### src/rtl/unified_mem_arbiter.sv
// Shares one single-port memory between fetch (IF) and load/store (DM) ports; one access in flight, ready at t+2+MEM_LAT.
// Requesters hold req until their one-cycle ready pulse; DM has priority but IF is forced after STARVE_MAX DM wins.
module unified_mem_arbiter #(
  parameter int ADDR_W     = 32,
  parameter int DATA_W     = 32,
  parameter int MEM_LAT    = 1,
  parameter int STARVE_MAX = 4
) (
  input  logic                clk,
  input  logic                rst,
  input  logic                if_req,
  input  logic [ADDR_W-1:0]   if_addr,
  output logic [DATA_W-1:0]   if_rdata,
  output logic                if_ready,
  input  logic                dm_req,
  input  logic                dm_we,
  input  logic [ADDR_W-1:0]   dm_addr,
  input  logic [DATA_W-1:0]   dm_wdata,
  input  logic [DATA_W/8-1:0] dm_be,
  output logic [DATA_W-1:0]   dm_rdata,
  output logic                dm_ready,
  output logic                mem_en,
  output logic                mem_we,
  output logic [ADDR_W-1:0]   mem_addr,
  output logic [DATA_W-1:0]   mem_wdata,
  output logic [DATA_W/8-1:0] mem_be,
  input  logic [DATA_W-1:0]   mem_rdata,
  output logic                busy
);
  localparam int BE_W = DATA_W / 8;
  localparam int CNT_W = $clog2(MEM_LAT + 1);
  localparam int SC_W = $clog2(STARVE_MAX + 1);

  typedef enum logic [1:0] {IDLE, ACCESS, WAIT, DONE} state_t;

  state_t            state, state_nxt;
  logic              own_dm;
  logic              lat_we;
  logic [ADDR_W-1:0] lat_addr;
  logic [DATA_W-1:0] lat_wdata;
  logic [BE_W-1:0]   lat_be;
  logic [CNT_W-1:0]  cnt;
  logic [SC_W-1:0]   starve_cnt;
  logic              any_req;
  logic              grant_dm;
  logic              last_wait;

  assign any_req   = if_req | dm_req;
  // IF wins a tie only once DM has taken STARVE_MAX consecutive grants over it.
  assign grant_dm  = dm_req & (~if_req | (starve_cnt != SC_W'(STARVE_MAX)));
  assign last_wait = (cnt == CNT_W'(1));

  always_ff @(posedge clk) begin
    if (rst) state <= IDLE;
    else     state <= state_nxt;
  end

  always_comb begin
    state_nxt = state;
    case (state)
      IDLE:    if (any_req) state_nxt = ACCESS;
      ACCESS:  state_nxt = WAIT;
      WAIT:    if (last_wait) state_nxt = DONE;
      DONE:    state_nxt = IDLE;
      default: state_nxt = IDLE;
    endcase
  end

  always_comb begin
    mem_en    = 1'b0;
    mem_we    = 1'b0;
    mem_be    = '0;
    mem_addr  = lat_addr;
    mem_wdata = lat_wdata;
    if_ready  = 1'b0;
    dm_ready  = 1'b0;
    busy      = (state != IDLE);
    if (state == ACCESS) begin
      mem_en = 1'b1;
      mem_we = lat_we;
      mem_be = lat_we ? lat_be : '1;
    end
    if (state == DONE) begin
      if_ready = ~own_dm;
      dm_ready = own_dm;
    end
  end

  always_ff @(posedge clk) begin
    if (rst) begin
      own_dm     <= 1'b0;
      lat_we     <= 1'b0;
      lat_addr   <= '0;
      lat_wdata  <= '0;
      lat_be     <= '0;
      cnt        <= '0;
      starve_cnt <= '0;
      if_rdata   <= '0;
      dm_rdata   <= '0;
    end else begin
      case (state)
        IDLE: if (any_req) begin
          own_dm    <= grant_dm;
          lat_we    <= grant_dm & dm_we;
          lat_addr  <= grant_dm ? dm_addr : if_addr;
          lat_wdata <= dm_wdata;
          lat_be    <= dm_be;
          if (grant_dm && if_req) begin
            if (starve_cnt != SC_W'(STARVE_MAX)) starve_cnt <= starve_cnt + SC_W'(1);
          end else begin
            starve_cnt <= '0;
          end
        end
        ACCESS: cnt <= CNT_W'(MEM_LAT);
        WAIT: begin
          cnt <= cnt - CNT_W'(1);
          // Stores never touch the load data register.
          if (last_wait) begin
            if (!own_dm)     if_rdata <= mem_rdata;
            else if (!lat_we) dm_rdata <= mem_rdata;
          end
        end
        default: ;
      endcase
    end
  end
endmodule

### config.mk
export PLATFORM = sky130hd
export DESIGN_NAME = unified_mem_arbiter
export DESIGN_NICKNAME = d
export VERILOG_FILES = /design/src/rtl/unified_mem_arbiter.sv
export SDC_FILE = /design/constraint.sdc
export NUM_CORES = 1
export LEC_CHECK = 0
export CAP_MARGIN = 25
export CELL_PAD_IN_SITES_DETAIL_PLACEMENT = 1
export CELL_PAD_IN_SITES_GLOBAL_PLACEMENT = 2
export CORE_UTILIZATION = 21
export DETAILED_ROUTE_END_ITERATION = 8
export GPL_ROUTABILITY_DRIVEN = 0
export HOLD_SLACK_MARGIN = 0.06
export PLACE_DENSITY = 0.85
export SKIP_LAST_GASP = 1
export SLEW_MARGIN = 10
export SYNTH_ARGS = -nofsm -noshare
export SYNTH_HDL_FRONTEND = slang
export SYNTH_SLANG_ARGS = --single-unit
### constraint.sdc
create_clock -name clk -period 2 [get_ports clk]
set_input_delay 0.3 -clock clk [delete_from_list [all_inputs] [get_ports clk]]
set_output_delay 0.3 -clock clk [all_outputs]
set_load 0.1 [all_outputs]
==> impl_metrics.tcl, run 1 <==
set metrics [dict create \
    status "complete, no violations" \
    required_ns 1.70 \
    post_cts_buffers 0 \
    die_area_um2 26400 \
    start_kind "flop" \
    drtPass1Iterations 4 \
    power_mw 14.4 \
    synthArstFlopShare_pct 0 \
    wl_um 20600 \
    portBuffers 273 \
    netlist_area_um2 5410 \
    end_kind "output pin" \
    cts_tree "done" \
    hp-start "rst" \
    cts_buffers 17 \
    path_max_fanout 6 \
    clkLatencyLatePin_ns 0.42 \
    hold_buffers 0 \
    ir_worst_vdd_v 0.000796 \
    place_hpwl_um 14000 \
    vias 5780 \
    tns_ns 0 \
    fin_skew_ns 0.0121 \
    grt_max_degree 91 \
    cap_viol_max_count 0 \
    cts.repair.resized 0 \
    clk_pin_slew_ns 0.06 \
    power_density_nw_per_um2 1590 \
    final_util_pct 35.7 \
    clock-sinks 140 \
    via_per_inst 4.52 \
    syn_nets 828 \
    hold_end "mem_wdata[8]" \
    reg2reg_slack_ns 0.35 \
    synth.avg_cell_area_um2 7.90 \
    cp_slowest_cell "dfxtp_1" \
    fin_crit_ns 1.86 \
    finalSetupViolations 0 \
    ys_ff_latch 140 \
    diodes 0 \
    grt_pass1_wl_um 32000 \
    die_y_um 163 \
    ys_warn_count 0 \
    reg2reg_to "mem_addr[31]" \
    holdPathStages 2 \
    grt_pass1_vias 5934 \
    wl_per_cell_um 16.1 \
    hp-class "input pin to flop" \
    r2r-start "state[0]" \
    gr-total-overflow 0 \
    crit_arrival_ns 1.56 \
    row_count 58 \
    drive_gt1_share_pct 21.2 \
    maxSlewViolCount 0 \
    rr_worst_depth 6 \
    htreeDepth 4 \
    drt-initial-drc-count 245 \
    cts_buffer_depth 2 \
    crit_type "flop to output pin" \
    antenna_found_initial 1 \
    drc 0 \
    slowest_delay_ns 0.33 \
    crit_chain "inv_1, ha_2, a21boi_4, buf_12" \
    period_share_pct 93.0 \
    grt_setup_unrepaired "no" \
    slew_headroom_pct 69.2 \
    synthCells 685 \
    drtAntennaViolNets 0 \
    core_um2 25300 \
    fmaxAchievable_mhz 538 \
    synth-edff-count 0 \
    worstSetupStartpoint "state[1]" \
    power.leakage_nw 3.53 \
    final_nets 1081 \
    fillers 3014 \
    hold_viol 0 \
    start_util_pct 21.4 \
    tightest_slew_ns 0.462 \
    die_w_um 163 \
    grt_usage_pct 15.6 \
    cts_root_buffer "clkbuf_16" \
    io_pins 274 \
    synthFlopType "dfxtp_1" \
    seq_area_frac_synth_pct 51.8 \
    areaGrowthSynthToFinish_pct 66.8 \
    synth_cell_types 36 \
]
-- per-layer routing --
| metal | vias to the layer above | track usage, % | part of all wire [%] |
|---|---|---|---|
| li1 | 2818 | - | - |
| met3 | 15 | 6.04 | 8.5 |
| met5 | - | 0 | 0.083 |
| met4 | 2 | 4.59 | 1.1 |
| met2 | 199 | 26.9 | 48 |
| met1 | 2746 | 17.8 | 42 |
-- cell usage after synthesis (3+ instances only) --
library cell / n / share of area (%)
a21boi_0: 4 / 0.55
a21oi_1: 134 / 12
a31oi_1: 31 / 3.6
buf_1: 3 / 0.21
buf_2: 25 / 2.3
buf_4: 4 / 0.55
clkbuf_1: 22 / 1.5
clkbuf_2: 3 / 0.28
dfxtp_1: 140 / 52
ha_1: 6 / 1.4
inv_1: 11 / 0.76
nand2_1: 204 / 14
nand3_1: 6 / 0.55
nor2_1: 3 / 0.21
o21ai_0: 64 / 5.9
-- state kept, by name, summed over array words and instances, names as in the netlist --
register	count
lat_be	4
state	2
mem_wdata	32
own_dm	1
cnt	1
starve_cnt	3
if_rdata	32
dm_rdata	32
lat_we	1
mem_addr	32
-- power breakdown --
group          switching (mW)  internal, mW  leakage (nW)
registers               0.298          3.32          1.14
clock network            1.31          2.13         0.304
logic                    5.48          1.86          2.08
total                    7.08          7.31          3.53
-- critical path: cells and delay by family, from the launching register on --
| kind | cells | cell delay, ns |
|---|---|---|
| flops | 1 | 0.33 |
| buf+inv | 2 | 0.29 |
| fa+ha+maj | 1 | 0.29 |
| compound gates | 1 | 0.23 |
-- per-stage QoR --
step                setup WS [ns]  area, um2  instances  hold slack (ns)
floorplan                  0.0534       5460        685            0.436
global placement            0.172       8400       1249            0.442
detailed placement          0.157       8400       1249            0.449
CTS                        0.0841       9030       1280            0.218
global route               0.0321       9030       1280            0.240
finish                      0.140       9030       1280            0.246
-- cell usage in the layout (no fill, tap or decap), types with 2 or more instances in the layout --
| cell | synthesis | final |
|---|---|---|
| a21boi_4 | 0 | 4 |
| a21oi_1 | 134 | 134 |
| a31oi_1 | 31 | 31 |
| and3b_1 | 2 | 2 |
| buf_12 | 0 | 21 |
| buf_4 | 4 | 137 |
| bufinv_16 | 0 | 4 |
| clkbuf_16 | 0 | 17 |
| clkdlybuf4s50_1 | 0 | 135 |
| clkinv_4 | 0 | 3 |
| dfxtp_1 | 140 | 140 |
| ha_1 | 6 | 5 |
| inv_1 | 11 | 11 |
| inv_6 | 0 | 3 |
| nand2_1 | 204 | 204 |
| nand3_1 | 6 | 6 |
| nor2_1 | 3 | 3 |
| o21ai_0 | 64 | 64 |
| o32ai_1 | 2 | 2 |
-- final cells by class --
| type | instances | area (um2) | area share, % |
|---|---|---|---|
| clock buffer | 19 | 443 | 4.91 |
| clock inverter | 12 | 185 | 2.05 |
| inverter | 11 | 41.3 | 0.457 |
| multi-input combinational | 475 | 2340 | 25.9 |
| sequential | 140 | 2800 | 31.0 |
| tap | 330 | 413 | 4.57 |
| timing repair buffer | 293 | 2800 | 31.0 |
-- worst max path at each step --
| stage | end | slack, ns | cells after the start |
|---|---|---|---|
| 2_1_floorplan | mem_be[0] | 0.05 | 3 |
| 3_3_place_gp | mem_addr[11] | 0.17 | 5 |
| 3_5_place_dp | mem_addr[3] | 0.16 | 5 |
| 4_1_cts | mem_be[2] | 0.08 | 4 |
| 5_1_grt | busy | 0.03 | 4 |
| 6_report | mem_be[2] | 0.14 | 4 |
-- cell families (layout without fill, tap and decap cells) --
family | after synthesis | count (layout) | share of synthesized area (%)
fa+ha+maj | 6 | 6 | 1.39
flops | 140 | 140 | 51.8
buf+inv | 70 | 335 | 6.06
simple gates | 227 | 227 | 17.0
compound gates | 242 | 242 | 23.8
(Power assumes the default switching activity.)
==> run 2, diff against run 1 <==
ABC_CLOCK_PERIOD_IN_PS = 2000   (was not set)
==> results of run 2 <==
The final DEF is identical to that of run 1; final timing and power are the same.
